### src/rtl/alu_mdu_if.sv
// Handshake/operand bundle between the EX-stage pipeline control and alu_mdu.
interface alu_mdu_if #(
   parameter int unsigned XLEN = 32
);
   logic            in_valid;
   logic            in_ready;
   logic [XLEN-1:0] opr1;
   logic [XLEN-1:0] opr2;
   logic [3:0]      alu_ctrl;
   logic            m_ext;
   logic            out_valid;
   logic            out_ready;
   logic [XLEN-1:0] alu_out;
   logic            zero;
   logic            busy;

   modport master (
      output in_valid, opr1, opr2, alu_ctrl, m_ext, out_ready,
      input  in_ready, out_valid, alu_out, zero, busy
   );

   modport slave (
      input  in_valid, opr1, opr2, alu_ctrl, m_ext, out_ready,
      output in_ready, out_valid, alu_out, zero, busy
   );
endinterface

### src/rtl/alu_mdu.sv
// alu_mdu: RV32I ALU with a registered result plus iterative RV32M multiply/divide.
// Define ALU_MDU_MULDIV_EN to compile in the M-extension datapath, BUSY state and counter.
module alu_mdu #(
   parameter int unsigned XLEN = 32
) (
   input logic       clk,
   input logic       rst,
   alu_mdu_if.slave  bus
);

   localparam int unsigned SHW = $clog2(XLEN);

`ifdef ALU_MDU_MULDIV_EN
   typedef enum logic [1:0] {IDLE = 2'd0, BUSY = 2'd1, DONE = 2'd2} state_e;
`else
   typedef enum logic [1:0] {IDLE = 2'd0, DONE = 2'd2} state_e;
`endif

   state_e          state_q, state_d;
   logic            in_ready_q, in_ready_d;
   logic            out_valid_q, out_valid_d;
   logic            zero_q, zero_d;
   logic [XLEN-1:0] alu_out_q, alu_out_d;

   logic [XLEN-1:0] a, b, base_res;
   logic [SHW-1:0]  shamt;
   logic            slt, sltu;

   assign a     = bus.opr1;
   assign b     = bus.opr2;
   assign shamt = b[SHW-1:0];
   assign slt   = $signed(a) < $signed(b);
   assign sltu  = a < b;

   // Base integer ALU, decoded on {funct7[5], funct3}
   always_comb begin
      base_res = '0;
      case (bus.alu_ctrl)
         4'b0000: base_res = a + b;
         4'b1000: base_res = a - b;
         4'b0001: base_res = a << shamt;
         4'b0010: base_res = XLEN'(slt);
         4'b0011: base_res = XLEN'(sltu);
         4'b0100: base_res = a ^ b;
         4'b0101: base_res = a >> shamt;
         4'b1101: base_res = XLEN'($signed(a) >>> shamt);
         4'b0110: base_res = a | b;
         4'b0111: base_res = a & b;
         default: base_res = '0;
      endcase
   end

`ifdef ALU_MDU_MULDIV_EN
   localparam int unsigned CW = SHW + 1;

   logic [2*XLEN-1:0] prod_q, prod_d, step, full;
   logic [XLEN-1:0]   opb_q, opb_d;
   logic [2:0]        op_q, op_d;
   logic              neg_q, neg_d;
   logic [CW-1:0]     cnt_q, cnt_d;
   logic              busy_q, busy_d;

   logic [2:0]        f3;
   logic              a_neg, b_neg, div0, ovf;
   logic [XLEN-1:0]   mag_a, mag_b, spec_res, quo, rem, m_res;
   logic [XLEN:0]     hi_sum, cand, diff;

   // Operand magnitudes and single-cycle divide special cases, evaluated at accept
   always_comb begin
      f3       = bus.alu_ctrl[2:0];
      a_neg    = a[XLEN-1] & ((f3 == 3'd1) | (f3 == 3'd2) | (f3 == 3'd4) | (f3 == 3'd6));
      b_neg    = b[XLEN-1] & ((f3 == 3'd1) | (f3 == 3'd4) | (f3 == 3'd6));
      mag_a    = a_neg ? -a : a;
      mag_b    = b_neg ? -b : b;
      div0     = f3[2] & (b == '0);
      ovf      = f3[2] & ~f3[0] & (a == {1'b1, {(XLEN-1){1'b0}}}) & (b == '1);
      spec_res = div0 ? (f3[1] ? a : '1) : (f3[1] ? '0 : a);
   end

   // One shift-add or restoring subtract-shift step, plus sign fix-up of the final step
   always_comb begin
      hi_sum = {1'b0, prod_q[2*XLEN-1:XLEN]} + (prod_q[0] ? {1'b0, opb_q} : '0);
      cand   = prod_q[2*XLEN-1:XLEN-1];
      diff   = cand - {1'b0, opb_q};
      if (op_q[2]) begin
         step = {(diff[XLEN] ? cand[XLEN-1:0] : diff[XLEN-1:0]), prod_q[XLEN-2:0], ~diff[XLEN]};
      end else begin
         step = {hi_sum, prod_q[XLEN-1:1]};
      end
      full = neg_q ? -step : step;
      quo  = neg_q ? -step[XLEN-1:0] : step[XLEN-1:0];
      rem  = neg_q ? -step[2*XLEN-1:XLEN] : step[2*XLEN-1:XLEN];
      case (op_q)
         3'd0:                m_res = full[XLEN-1:0];
         3'd1, 3'd2, 3'd3:    m_res = full[2*XLEN-1:XLEN];
         3'd4, 3'd5:          m_res = quo;
         default:             m_res = rem;
      endcase
   end
`endif

   // Next-state and registered-output logic
   always_comb begin
      state_d   = state_q;
      alu_out_d = alu_out_q;
`ifdef ALU_MDU_MULDIV_EN
      prod_d    = prod_q;
      opb_d     = opb_q;
      op_d      = op_q;
      neg_d     = neg_q;
      cnt_d     = cnt_q;
`endif
      case (state_q)
         IDLE: begin
            if (bus.in_valid) begin
               if (!bus.m_ext) begin
                  state_d   = DONE;
                  alu_out_d = base_res;
`ifdef ALU_MDU_MULDIV_EN
               end else if (div0 || ovf) begin
                  state_d   = DONE;
                  alu_out_d = spec_res;
               end else begin
                  state_d = BUSY;
                  op_d    = f3;
                  neg_d   = (f3[2] && f3[1]) ? a_neg : (a_neg ^ b_neg);
                  prod_d  = f3[2] ? {{XLEN{1'b0}}, mag_a} : {{XLEN{1'b0}}, mag_b};
                  opb_d   = f3[2] ? mag_b : mag_a;
                  cnt_d   = '0;
               end
`else
               end else begin
                  state_d   = DONE;
                  alu_out_d = '0;
               end
`endif
            end
         end
`ifdef ALU_MDU_MULDIV_EN
         BUSY: begin
            prod_d = step;
            cnt_d  = cnt_q + CW'(1);
            if (cnt_q == CW'(XLEN - 1)) begin
               state_d   = DONE;
               alu_out_d = m_res;
            end
         end
`endif
         DONE: begin
            if (bus.out_ready) state_d = IDLE;
         end
         default: state_d = IDLE;
      endcase
      in_ready_d  = (state_d == IDLE);
      out_valid_d = (state_d == DONE);
      zero_d      = (alu_out_d == '0);
`ifdef ALU_MDU_MULDIV_EN
      busy_d      = (state_d == BUSY);
`endif
   end

   always_ff @(posedge clk or posedge rst) begin
      if (rst) begin
         state_q     <= IDLE;
         in_ready_q  <= 1'b1;
         out_valid_q <= 1'b0;
         zero_q      <= 1'b1;
         alu_out_q   <= '0;
`ifdef ALU_MDU_MULDIV_EN
         prod_q      <= '0;
         opb_q       <= '0;
         op_q        <= '0;
         neg_q       <= 1'b0;
         cnt_q       <= '0;
         busy_q      <= 1'b0;
`endif
      end else begin
         state_q     <= state_d;
         in_ready_q  <= in_ready_d;
         out_valid_q <= out_valid_d;
         zero_q      <= zero_d;
         alu_out_q   <= alu_out_d;
`ifdef ALU_MDU_MULDIV_EN
         prod_q      <= prod_d;
         opb_q       <= opb_d;
         op_q        <= op_d;
         neg_q       <= neg_d;
         cnt_q       <= cnt_d;
         busy_q      <= busy_d;
`endif
      end
   end

   assign bus.in_ready  = in_ready_q;
   assign bus.out_valid = out_valid_q;
   assign bus.alu_out   = alu_out_q;
   assign bus.zero      = zero_q;
`ifdef ALU_MDU_MULDIV_EN
   assign bus.busy      = busy_q;
`else
   assign bus.busy      = 1'b0;
`endif

endmodule

### src/flat_wrapper.sv
// flat-port wrapper written by rule: the top's interface ports become plain ports
module alu_mdu_flat 
#(
   parameter int unsigned XLEN = 32
)
  (clk, rst, bus_in_valid, bus_opr1, bus_opr2, bus_alu_ctrl, bus_m_ext, bus_out_ready, bus_in_ready, bus_out_valid, bus_alu_out, bus_zero, bus_busy);
  alu_mdu_if #(.XLEN(XLEN)) bus_i ();
  input logic clk;
  input logic rst;
  input wire logic [$bits(bus_i.in_valid)-1:0] bus_in_valid;
  input wire logic [$bits(bus_i.opr1)-1:0] bus_opr1;
  input wire logic [$bits(bus_i.opr2)-1:0] bus_opr2;
  input wire logic [$bits(bus_i.alu_ctrl)-1:0] bus_alu_ctrl;
  input wire logic [$bits(bus_i.m_ext)-1:0] bus_m_ext;
  input wire logic [$bits(bus_i.out_ready)-1:0] bus_out_ready;
  output wire logic [$bits(bus_i.in_ready)-1:0] bus_in_ready;
  output wire logic [$bits(bus_i.out_valid)-1:0] bus_out_valid;
  output wire logic [$bits(bus_i.alu_out)-1:0] bus_alu_out;
  output wire logic [$bits(bus_i.zero)-1:0] bus_zero;
  output wire logic [$bits(bus_i.busy)-1:0] bus_busy;
  assign bus_i.in_valid = bus_in_valid;
  assign bus_i.opr1 = bus_opr1;
  assign bus_i.opr2 = bus_opr2;
  assign bus_i.alu_ctrl = bus_alu_ctrl;
  assign bus_i.m_ext = bus_m_ext;
  assign bus_i.out_ready = bus_out_ready;
  assign bus_in_ready = bus_i.in_ready;
  assign bus_out_valid = bus_i.out_valid;
  assign bus_alu_out = bus_i.alu_out;
  assign bus_zero = bus_i.zero;
  assign bus_busy = bus_i.busy;
  alu_mdu #(.XLEN(XLEN)) u_core (.clk(clk), .rst(rst), .bus(bus_i));
endmodule
### config.mk
export PLATFORM = sky130hd
export DESIGN_NAME = alu_mdu_flat
export DESIGN_NICKNAME = d
export VERILOG_FILES = /design/src/rtl/alu_mdu_if.sv /design/src/rtl/alu_mdu.sv /design/src/flat_wrapper.sv
export SDC_FILE = /design/constraint.sdc
export NUM_CORES = 1
export LEC_CHECK = 0
export CORE_ASPECT_RATIO = 1.2
export CORE_UTILIZATION = 30
export CTS_CLUSTER_DIAMETER = 60
export DETAILED_ROUTE_END_ITERATION = 7
export PLACE_DENSITY = 0.54
export SLEW_MARGIN = 30
export SYNTH_ARGS = -nofsm -noshare
export SYNTH_HDL_FRONTEND = slang
export SYNTH_SLANG_ARGS = --single-unit
### constraint.sdc
create_clock -name clk -period 3.9 [get_ports clk]
set_input_delay 0.78 -clock clk [delete_from_list [all_inputs] [get_ports clk]]
set_output_delay 0.78 -clock clk [all_outputs]
set_load 0.01 [all_outputs]
# Yosys cells after proc, flatten, opt, wreduce, memory -nomap -nowiden
# Index checks and enable logic that the tools add are counted.
# W data, S select, Z words.
op_classes:
  n_mux: 7
  n_eq_ne: 11
  reduce_logical: 4
  order_cmp: 2
  bitwise_logic: 3
  addsub: 2
  shift: 3
ops:
  columns: ["cell", "count"]
  rows:
  - ["$pmux W32 S10", 1]
  - ["$mux W32", 3]
  - ["$lt A32 B32 Y1", 2]
  - ["$add A32 B32 Y32", 1]
  - ["$and A32 B32 Y32", 1]
  - ["$logic_not A32 Y1", 1]
  - ["$or A32 B32 Y32", 1]
  - ["$shl A32 B5 Y32", 1]
  - ["$shr A32 B5 Y32", 1]
  - ["$sshr A32 B5 Y32", 1]
  - ["$sub A32 B32 Y32", 1]
  - ["$xor A32 B32 Y32", 1]
  - ["$eq A4 B3 Y1 const B", 4]
  - ["$eq A4 B2 Y1 const B", 2]
  - ["$eq A4 B4 Y1 const B", 2]
  - ["$eq A2 B2 Y1 const B", 2]
  - ["$eq A4 B1 Y1 const B", 1]
  - ["$logic_not A2 Y1", 2]
  - ["$logic_not A4 Y1", 1]
  - ["$mux W2", 2]
  - ["$pmux W2 S2", 1]
word_totals:
  ff_bits: 37
  output_inout_bits: 36
  wordCells: 37

# Logic depth before layout (Yosys ltp)
# Gate-level depths: netlist of run 1.
logic_depth:
  word_depth: 6
  ltp_mapped: 17

# Worst setup path before layout of run 1
# Ideal clock, no wire load.
synth_path:
  path_type: "input to register"
  start: "input port bus_opr2[1]"
  end: "register u_core.zero_q (netlist: u_core.bus.zero)"
  setup_slack_ps: -1333
  arrival_ps: 5170
  cell_stages: 16
  setup_time_ps: 63
  cell_sequence: "buf_2 inv_2 buf_1 clkbuf_1 clkbuf_1 ha_1 nor2_1 o311ai_1 a2111oi_0 o41ai_1 a211oi_1 o2111ai_1 or4b_1 or4_1 nor4_1 and4bb_1"
synth_via:
  elab_chain_len: 6
  word_cells_on_any_way: 15
synth_lines:
  columns: ["item", "line_no", "text"]
  rows:
  - ["start: declaration", "flat_wrapper.sv:12", "input wire logic [$bits(bus_i.opr2)-1:0] bus_opr2;"]
  - ["$sub A32 B32 Y32, or another cell as far along", "alu_mdu.sv:40", "4'b1000: base_res = a - b;"]
  - ["$pmux W32 S10 (*)", "alu_mdu.sv:38", "case (bus.alu_ctrl)"]
  - ["$mux W32 (*)", "alu_mdu.sv:116", "if (!bus.m_ext) begin"]
  - ["$mux W32 (*)", "alu_mdu.sv:115", "if (bus.in_valid) begin"]
  - ["$mux W32 (*)", "alu_mdu.sv:113", "case (state_q)"]
  - ["$logic_not A32 Y1 (*)", "alu_mdu.sv:156", "zero_d = (alu_out_d == '0);"]
  - ["net u_core.zero_d", "alu_mdu.sv:22", "logic zero_q, zero_d;"]
  - ["end signal: assignment", "alu_mdu.sv:181", "zero_q <= zero_d;"]
  - ["end: declaration", "alu_mdu.sv:22", null]
# Mark *: on every way through the listed nets, which the timed path passes. The rest lies on a longest branch.

# Worst setup path in the final report of run 1
layout_path:
  start: "input port bus_in_valid"
  end: "register u_core.zero_q (netlist: u_core.bus.zero)"
layout_via:
  elab_chain_len: 3
layout_lines:
  columns: ["item", "line_no", "text"]
  rows:
  - ["start: declaration", "flat_wrapper.sv:10", "input wire logic [$bits(bus_i.in_valid)-1:0] bus_in_valid;"]
  - ["$mux W32", "alu_mdu.sv:115", null]
  - ["$mux W32", "alu_mdu.sv:113", null]
  - ["net u_core.alu_out_d[8]", "alu_mdu.sv:23", "logic [XLEN-1:0] alu_out_q, alu_out_d;"]
  - ["$logic_not A32 Y1", "alu_mdu.sv:156", null]
  - ["net u_core.zero_d", "alu_mdu.sv:22", null]
# The timed path passes the listed nets, and every way through them passes these cells.

==> results.py, run 1 <==
metrics = {
    "synthesis": {
        "syn_avg_cell_area_um2": 7.26,
        "synth-async-reset-ratio": 1.00,
        "seq_area_frac_synth": 0.0808,
        "yosysTopAreaCell": "mux4_2",
        "post_synth_num_cell_types": 89,
        "syn_area_um2": 11500,
        "syn_inst": 1584,
        "synth_top_cell_area_share": 0.114,
        "synthFlopType": "dfrtp_1",
        "ys_ff_latch": 37,
        "ys_warn_count": 0,
        "netlist_top_cells_area": "mux4_2 11%, ha_1 11%, dfrtp_1 7.6%",
        "synth_edf_count": 0,
    },
    "flow_run": {
        "maxCapViolations": 0,
    },
    "detailed_routing": {
        "routed_wl_mm": 75.4,
        "first_iter_violations": 1736,
        "vias_per_cell": 5.93,
        "ant_nets": 0,
        "wl_per_cell_um": 26.8,
        "drc": 0,
        "drt-pass1-iter-count": 8,
        "vias": 16600,
    },
    "cts": {
        "root_buffer": "clkbuf_16",
        "cts-buffers-inserted": 5,
        "clock_latency_ns": 0.30,
        "clkSinkCount": 37,
        "cts-htree-levels": 2,
        "cts_tree": "yes",
        "path_clk_slew_ns": 0.06,
        "clock_tree.buffer_depth": 2,
    },
    "floorplanning": {
        "initial_core_util": 0.304,
        "die_area_um2": 39100,
        "ioPinCount": 109,
        "row_count": 78,
        "die_h_um": 216,
        "coreArea_um2": 37800,
        "die_w_um": 181,
    },
    "layout": {
        "syn2layout_area_growth_pct": 73.5,
        "stdcell_count": 2808,
        "diodes": 0,
        "drive_gt1_frac": 0.452,
        "design_area_um2": 19900,
        "final_core_util": 0.528,
        "nNetsFinal": 2499,
    },
    "sta": {
        "fin_crit_ns": 4.31,
        "timing.final.ws_setup_ns": -0.409,
        "max_freq_mhz": 232,
        "tightestPinTransition_ns": 0.929,
        "finalHoldViolCount": 0,
        "setup_violations": 1,
        "finalCritPeriodShare": 1.10,
        "maxSlewViolCount": 0,
        "holdWs_ns": 0.522,
        "rsz0062_at_grt": "true",
        "fin_worst_skew_ns": 0.00538,
        "relSlewSlack": 0.375,
    },
    "placement": {
        "gp_congestion": 1.04,
        "dpl.hpwl_mm": 62.1,
        "placed_cell_area_um2": 18200,
        "portBuffers": 107,
        "place_inst": 2747,
    },
    "setup_path": {
        "r2r-start": "u_core.state_q[1]",
        "ff2ff_path_depth": 14,
        "worst-setup-path-type": "primary input to flip-flop",
        "required_ns": 4.14,
        "worst-r2r-setup-slack_ns": -0.16,
        "arrival_ns": 4.55,
        "r2r-end": "u_core.bus.zero",
        "critPathMaxFanout": 3,
        "worst_setup_path_end_kind": "flip-flop",
        "startpoint_type": "primary input",
    },
    "grt": {
        "grt.overflow.total": 0,
        "grt_max_degree": 40,
        "antenna_found_initial": 2,
        "grt_pass1_vias": 16200,
        "grt_first_pass_wirelength_mm": 107,
        "grt_usage": 0.371,
    },
    "worst_hold_path": {
        "hold_start": "u_core.state_q[0]",
        "min_path_type": "flip-flop to flip-flop",
        "hold-path-cell-count": 2,
        "hold_end": "u_core.bus.out_valid",
    },
    "pwr": {
        "p_leak_nw": 9.23,
        "max-vdd-ir-drop_mv": 0.225,
        "p_total_mw": 3.67,
        "powerDensity_nw_per_um2": 184,
    },
    "outcome": {
        "status": "complete, but fails checks",
        "failed_checks": "setup timing",
    },
}
[layer usage]
layer | vias up | wire (um) | global-route usage | part of all wire
met3 | 199 | 4920 | 0.0334 | 0.065
met5 | - | 0 | 0 | 0
met1 | 8153 | 31500 | 0.485 | 0.42
li1 | 7483 | - | - | -
met2 | 805 | 34500 | 0.614 | 0.46
met4 | 0 | 4420 | 0.176 | 0.059
[report_power, final]
| group | switching (mW) | internal, mW |
|---|---|---|
| Clock | 0.196 | 0.236 |
| Sequential | 0.0321 | 0.411 |
| Combinational | 1.45 | 1.35 |
[per-stage QoR]
stage / TNS [ns] / worst slack (ns)
after global placement: -8.37 / -1.44
final: -0.409 / -0.409
after floorplan: -0.278 / -0.278
after detailed placement: -8.31 / -1.41
after CTS: -0.703 / -0.649
after global routing: -0.496 / -0.469
[sequential cells by signal (all words and copies together) (netlist names)]
register / cells
u_core.bus.alu_out: 32
u_core.state_q: 2
u_core.bus.in_ready: 1
u_core.bus.out_valid: 1
u_core.bus.zero: 1
[cell usage after synthesis, drive strengths merged (19+ instances only)]
cell and count:
ha 97, clkbuf 88, buf 51, a211oi 24, nand2 156, o211ai 40, inv 113, o21ai 98
a22oi 19, mux2 21, mux2i 50, a21oi 125, dfrtp 35, a221oi 24, mux4 58, o22ai 27
nor2 142, a31oi 29, nand3 34, nor3 40
[logic make-up after synthesis]
| logic type | after synthesis | share of synthesized area |
|---|---|---|
| compound gates | 543 | 0.320 |
| xor+xnor | 23 | 0.0175 |
| fa+ha+maj | 99 | 0.109 |
| buf+inv | 253 | 0.0897 |
| flops | 37 | 0.0808 |
| mux | 129 | 0.178 |
| other cells | 1 | 0.000326 |
| simple gates | 499 | 0.205 |
[cell type report]
class                      instances  area, um^2
sequential                        37         928
clock buffer                       6         129
tap                              480         601
fill                            3716       17800
inverter                         114         444
clock inverter                     2        10.0
multi-input combinational       1295       10600
timing repair buffer             874        7200
[timing repair]
action | 4_1_cts | 5_1_grt
setup buffers | 16 | 36
pin swaps | 26 | 80
gates cloned | 0 | 4
hold buffers | 0 | 0
setup endpoints to repair | 13 | 13
endpoints found under the hold margin | 0 | 0
resized for setup | 79 | 258
[cells in the final DEF, fill, tap and decap left out, types with 23 or more instances in the layout]
cell type and count:
nand2_1 154, dlymetal6s2s_1 37, o22ai_1 25, nor2_1 133, nand3_1 32, buf_4 715
ha_4 23, nor3_1 34, a21oi_1 119, o21ai_0 82, mux2i_1 44, inv_2 23
clkdlybuf4s50_1 49, o211ai_1 40, inv_1 87, mux4_2 58, a31oi_1 25, dfrtp_1 35
buf_6 35, ha_1 69
[critical path, stage by stage]
cell             delay (ns)
clkdlybuf4s15_1        0.18
or3b_4                 0.45
buf_6                  0.16
buf_4                  0.13
a222oi_1               0.52
buf_4                  0.24
o21ai_2                0.06
a311oi_1               0.23
buf_4                  0.17
a32oi_2                0.10
nor2_1                 0.10
or4b_4                 0.45
or4_4                  0.54
nor4_4                 0.21
and4bb_1               0.21
[worst max path at each step]
stage,cells after the start,slack [ns],from,endpoint
after floorplan,17,-0.28,bus_opr2[2],u_core.bus.zero
after global placement,14,-1.44,bus_in_valid,u_core.bus.zero
after detailed placement,14,-1.41,bus_in_valid,u_core.bus.zero
after CTS,13,-0.65,bus_opr1[19],u_core.bus.zero
after global routing,13,-0.47,bus_opr2[29],u_core.bus.zero
final,15,-0.41,bus_in_valid,u_core.bus.zero
No activity file was read; power rests on OpenSTA's default activity.
==> run 2, diff against run 1 <==
--- a/config.mk
+++ b/config.mk
@@ -7,6 +7,7 @@
 export LEC_CHECK = 0
 export CORE_ASPECT_RATIO = 1.2
 export CORE_UTILIZATION = 30
+export CTS_BUF_LIST = sky130_fd_sc_hd__clkbuf_2
 export CTS_CLUSTER_DIAMETER = 60
 export DETAILED_ROUTE_END_ITERATION = 7
 export PLACE_DENSITY = 0.54
==> results.py, run 2 (same netlist as run 1, synthesis figures left out) <==
metrics = {
    "sta": {
        "finalCritPeriodShare": 1.13,
        "rsz0062_at_grt": "true",
        "fin_worst_skew_ns": 0.0334,
        "fin_crit_ns": 4.39,
        "max_freq_mhz": 228,
        "setup_violations": 1,
        "finalSetupTns_ns": -0.490,
        "relSlewSlack": 0.344,
        "tightestPinTransition_ns": 0.975,
        "finalHoldViolCount": 0,
        "timing.final.ws_setup_ns": -0.490,
        "holdWs_ns": 0.521,
        "maxSlewViolCount": 0,
    },
    "floorplanning": {
        "die_w_um": 181,
        "die_h_um": 216,
        "initial_core_util": 0.304,
        "coreArea_um2": 37800,
        "ioPinCount": 109,
        "die_area_um2": 39100,
        "row_count": 78,
    },
    "setup_path": {
        "arrival_ns": 4.82,
        "r2r-end": "u_core.bus.zero",
        "worst_setup_path_end_kind": "flip-flop",
        "crit_chain": "clkdlybuf4s50_1, buf_4, mux4_2, mux2i_2, nand2_1, o211ai_1, nand4_1, o41ai_4, o2111ai_1, or4b_1, or4_4, nor4_4, and4bb_1",
        "startpoint_type": "primary input",
        "startpoint": "bus_opr1[26]",
        "critPathMaxFanout": 5,
        "worst-setup-path-type": "primary input to flip-flop",
        "required_ns": 4.33,
        "crit_buf_inv": 2,
        "worst-r2r-setup-slack_ns": -0.18,
        "cp_top_family": "simple AND/OR/NAND/NOR gates",
        "ff2ff_path_depth": 13,
        "slowest_stage": "or4_4",
        "critPathMaxStageDelay_ns": 0.54,
        "r2r-start": "u_core.state_q[1]",
    },
    "worst_hold_path": {
        "min_path_type": "flip-flop to flip-flop",
        "hold-path-cell-count": 2,
        "hold_end": "u_core.state_q[1]",
        "hold_start": "u_core.state_q[0]",
    },
    "placement": {
        "place_ws_ns": -1.41,
        "portBuffers": 107,
        "gp_congestion": 1.04,
        "dpl.hpwl_mm": 62.1,
    },
    "cts": {
        "root_buffer": "clkbuf_2",
        "path_clk_slew_ns": 0.26,
        "cts_tree": "yes",
        "clkSinkCount": 37,
        "clock_tree.buffer_depth": 2,
        "cts-htree-levels": 2,
        "clock_latency_ns": 0.50,
        "cts-buffers-inserted": 5,
    },
    "detailed_routing": {
        "highest_layer": "met4",
        "wl_met2_mm": 34.2,
        "drt-pass1-iter-count": 6,
        "drc": 0,
        "routed_wl_mm": 74.0,
        "vias_per_cell": 5.90,
        "first_iter_violations": 1601,
        "wl_met1_mm": 31.2,
        "dr_wl_met3_mm": 4.79,
        "wl_per_cell_um": 26.7,
        "ant_nets": 0,
        "vias": 16300,
    },
    "pwr": {
        "p_leak_nw": 8.62,
        "powerDensity_nw_per_um2": 175,
        "max-vdd-ir-drop_mv": 0.0933,
    },
    "grt": {
        "grt.overflow.total": 0,
        "grt_pass1_vias": 16000,
        "antenna_found_initial": 3,
        "grt_max_degree": 40,
        "grt_usage": 0.369,
        "grt_first_pass_wirelength_mm": 107,
    },
    "layout": {
        "final_common_cell": "buf_4",
        "syn2layout_area_growth_pct": 63.9,
        "final_core_util": 0.499,
        "final_cell_mix": "707 x buf_4, 156 x nand2_1, 137 x nor2_1",
        "nNetsFinal": 2457,
        "largest_reg_flops": 32,
        "drive_gt1_frac": 0.403,
    },
    "flow_run": {
        "maxCapViolations": 0,
    },
    "outcome": {
        "failed_checks": "setup timing",
        "status": "complete, but fails checks",
    },
}
run 2: cell count changes in the layout (fill, tap and decap cells not counted), sizes merged:
cell           delta
clkbuf           -13
diode             +3
dlygate4sd2       +3
clkdlybuf4s50    +41
dlymetal6s2s     -29
buf              -43
clkdlybuf4s15     -1
run 2: layout make-up:
type,instances,area (um^2)
fill,3797,18900
multi-input combinational,1295,10100
timing repair buffer,832,6680
sequential,37,928
tap,480,601
inverter,114,442
clock buffer,6,30.0
clock inverter,2,10.0
antenna,3,7.51
run 2: through the flow:
stage	cells	area [um^2]	power, mW
2_1_floorplan	1585	11800	1.54
3_3_place_gp	2747	18200	2.92
3_5_place_dp	2747	18200	2.92
4_1_cts	2760	18400	3.17
5_1_grt	2767	18800	3.45
6_report	2769	18800	3.30
run 2: worst max path at each step:
stage | endpoint | cells after the start
5_1_grt | u_core.bus.zero | 16
4_1_cts | u_core.bus.zero | 16
3_5_place_dp | u_core.bus.zero | 14
2_1_floorplan | u_core.bus.zero | 17
6_report | u_core.bus.zero | 13
3_3_place_gp | u_core.bus.zero | 14
run 2: routing by layer:
metal | global-route usage | vias up
li1 | - | 7388
met1 | 0.480 | 7964
met2 | 0.609 | 821
met3 | 0.0388 | 161
met4 | 0.173 | 0
met5 | 0 | -
run 2: power by group:
part | leakage [nW] | switching [mW] | internal [mW]
Sequential | 0.492 | 0.0312 | 0.412
Clock | 0.0328 | 0.180 | 0.0449
Combinational | 8.10 | 1.38 | 1.25
run 2: worst register-to-register path, cell delays in order, from the launching register on:
cell and delay [ns]:
dfrtp_1 0.45, or3b_4 0.48, a222oi_1 0.64, buf_4 0.23, o21ai_2 0.06, buf_4 0.15
a211oi_2 0.20, o21ai_1 0.13, buf_4 0.17, a2bb2oi_1 0.16, or4_4 0.54, or4_4 0.48
nor4_4 0.14, and4bb_1 0.22
run 2: what timing repair did:
action | in CTS | in global routing
pin swaps | 10 | 31
endpoints found under the setup margin | 5 | 9
setup buffers | 5 | 6
hold buffers | 0 | 0
resized for setup | 33 | 88
==> run 3, diff against run 2 <==
--- a/config.mk
+++ b/config.mk
@@ -5,6 +5,7 @@
 export SDC_FILE = /design/constraint.sdc
 export NUM_CORES = 1
 export LEC_CHECK = 0
+export ABC_AREA = 1
 export CORE_ASPECT_RATIO = 1.2
 export CORE_UTILIZATION = 30
 export CTS_BUF_LIST = sky130_fd_sc_hd__clkbuf_2
==> results.py, run 3 <==
metrics = {
    "setup_path": {
        "critPathMaxFanout": 4,
        "startpoint": "bus_opr2[0]",
        "arrival_ns": 4.05,
        "slowest_stage": "clkdlybuf4s50_1",
        "crit_buf_inv": 2,
        "worst_setup_path_end_kind": "flip-flop",
        "required_ns": 4.29,
        "cp_top_family": "simple AND/OR/NAND/NOR gates",
        "worst-setup-path-type": "primary input to flip-flop",
        "crit_chain": "clkdlybuf4s50_1, ha_1, inv_1, fa_1, nand2_1, nand2_1, nand4_1, nand2_1, nand2_1, nand2_1, nand2_1, nand3_1, nand3_1, nand2_1, nand2_1, nand2_1, nor2_1, nand2_1, nor2_1, nand2_1, nor2_1",
        "critPathMaxStageDelay_ns": 0.57,
        "startpoint_type": "primary input",
        "r2r-start": "u_core.state_q[1]",
        "crit_top_cell": "nand2_1",
    },
    "synthesis": {
        "synth-async-reset-ratio": 1.00,
        "ys_ff_latch": 37,
        "synth_edf_count": 0,
        "syn_avg_cell_area_um2": 5.08,
        "syn_area_um2": 12100,
        "seq_area_frac_synth": 0.0764,
        "synth_top_cell_area_share": 0.271,
        "netlist_top_cells_area": "nand2_1 27%, nand3_1 18%, ha_1 10%",
        "synth_most_common_cell": "nand2_1",
        "yosysTopAreaCell": "nand2_1",
        "ys_warn_count": 0,
        "syn_inst": 2391,
        "synth_commonest_cells": "876 x nand2_1, 435 x nand3_1, 319 x inv_1, 193 x nor2_1, 97 x ha_1",
        "post_synth_num_cell_types": 48,
        "synthFlopType": "dfrtp_1",
    },
    "floorplanning": {
        "die_area_um2": 41300,
        "die_w_um": 186,
        "row_count": 80,
        "coreArea_um2": 39800,
        "die_h_um": 222,
        "initial_core_util": 0.305,
        "ioPinCount": 109,
    },
    "grt": {
        "antenna_found_initial": 0,
        "grt_usage": 0.337,
        "grt_max_degree": 68,
        "grt_pass1_vias": 16500,
        "grt.overflow.total": 0,
        "grt_first_pass_wirelength_mm": 101,
    },
    "sta": {
        "finalHoldViolCount": 0,
        "finalCritPeriodShare": 0.939,
        "maxSlewViolCount": 0,
        "fin_crit_ns": 3.66,
        "max_freq_mhz": 273,
        "tightestPinTransition_ns": 0.920,
        "rsz0062_at_grt": "false",
        "fin_worst_skew_ns": 0.00928,
        "holdWs_ns": 0.544,
        "setup_violations": 0,
        "relSlewSlack": 0.384,
    },
    "detailed_routing": {
        "drt-pass1-iter-count": 7,
        "vias_per_cell": 5.19,
        "routed_wl_mm": 70.2,
        "ant_nets": 0,
        "wl_per_cell_um": 21.4,
        "drc": 0,
        "first_iter_violations": 1552,
        "vias": 17100,
    },
    "cts": {
        "root_buffer": "clkbuf_2",
        "path_clk_slew_ns": 0.22,
        "cts-buffers-inserted": 5,
        "postCtsSetupRepairBufs": 0,
        "cts-htree-levels": 2,
        "cts_hold_buf": 0,
        "clkSinkCount": 37,
        "clock_latency_ns": 0.44,
        "cts_repair_resize_count": 0,
        "clock_tree.buffer_depth": 2,
        "cts_tree": "yes",
    },
    "pwr": {
        "max-vdd-ir-drop_mv": 0.143,
        "p_leak_nw": 9.17,
        "p_total_mw": 2.90,
        "powerDensity_nw_per_um2": 180,
    },
    "placement": {
        "gp_congestion": 1.02,
        "dpl.hpwl_mm": 60.4,
        "portBuffers": 107,
    },
    "worst_hold_path": {
        "min_path_type": "flip-flop to flip-flop",
        "hold_start": "u_core.bus.alu_out[4]",
    },
    "layout": {
        "ff_latch_area_um2": 928,
        "drive_gt1_frac": 0.159,
        "largest_reg_flops": 32,
        "fillers": 4581,
        "diodes": 0,
        "final_common_cell": "nand2_1",
        "syn2layout_area_growth_pct": 32.9,
        "nNetsFinal": 2927,
        "final_cell_mix": "876 x nand2_1, 435 x nand3_1, 341 x buf_4",
        "multi_input_area_um2": 9380,
    },
    "flow_run": {
        "maxCapViolations": 0,
    },
    "outcome": {
        "status": "finished, final reports clean",
    },
}
[run 3: routing by layer]
| layer | GRT usage | up-vias | part of all wire |
|---|---|---|---|
| met4 | 0.154 | 0 | 0.053 |
| met1 | 0.436 | 7973 | 0.42 |
| met2 | 0.561 | 659 | 0.47 |
| met5 | 0 | - | 0 |
| li1 | - | 8324 | - |
| met3 | 0.0308 | 129 | 0.060 |
[run 3: layout make-up]
type | instances | area share
inverter | 332 | 0.0776
tap | 533 | 0.0413
sequential | 37 | 0.0575
clock inverter | 3 | 0.00256
clock buffer | 5 | 0.00155
multi-input combinational | 1919 | 0.581
timing repair buffer | 460 | 0.239
[run 3: logic make-up (layout without fill, tap and decap cells)]
group,Yosys count,in the layout,synth area share
flip-flops,37,37,0.0764
adder cells (fa/ha/maj),99,99,0.103
other,1,2,0.000309
AO/OA/AOI/OAI,171,171,0.0785
buffers and inverters,436,800,0.152
AND/OR/NAND/NOR,1647,1647,0.589
[run 3: per-stage QoR]
stage	setup slack, ns	setup TNS, ns	std cells	utilization	cell area (um^2)
2_1_floorplan	0.620	0	2392	-	12200
3_5_place_dp	-0.217	-0.217	3281	0.404	16100
6_report	0.239	0	3289	0.405	16100
3_3_place_gp	-0.238	-0.238	3281	0.404	16100
4_1_cts	0.278	0	3289	0.405	16100
5_1_grt	0.0711	0	3289	0.405	16100
[run 3: worst paths after layout]
kind                            slack, ns                     to  depth (start not counted)
worst min-delay path                 0.54  u_core.bus.alu_out[4]                          2
worst max register to register       1.77        u_core.bus.zero                         10
max in group asynchronous            2.52    u_core.bus.in_ready                          3
worst min register to register       0.54  u_core.bus.alu_out[4]                          2
worst max-delay path                 0.24        u_core.bus.zero                         21
min in group asynchronous            0.68  u_core.bus.alu_out[1]                          2
[run 3: worst register-to-register path: stages, from the launching register on]
cell and delay [ns]:
dfrtp_1 0.43, nor3_1 0.27, clkinv_1 0.38, buf_4 0.35, nand2_1 0.08, nand2_1 0.07, nor2_1 0.10, nand2_1 0.05
nor2_1 0.16, nand2_1 0.08, nor2_1 0.11
[run 3: where the power goes]
group,internal [mW],switching (mW)
registers,0.420,0.0193
logic,0.835,1.37
clock network,0.106,0.152
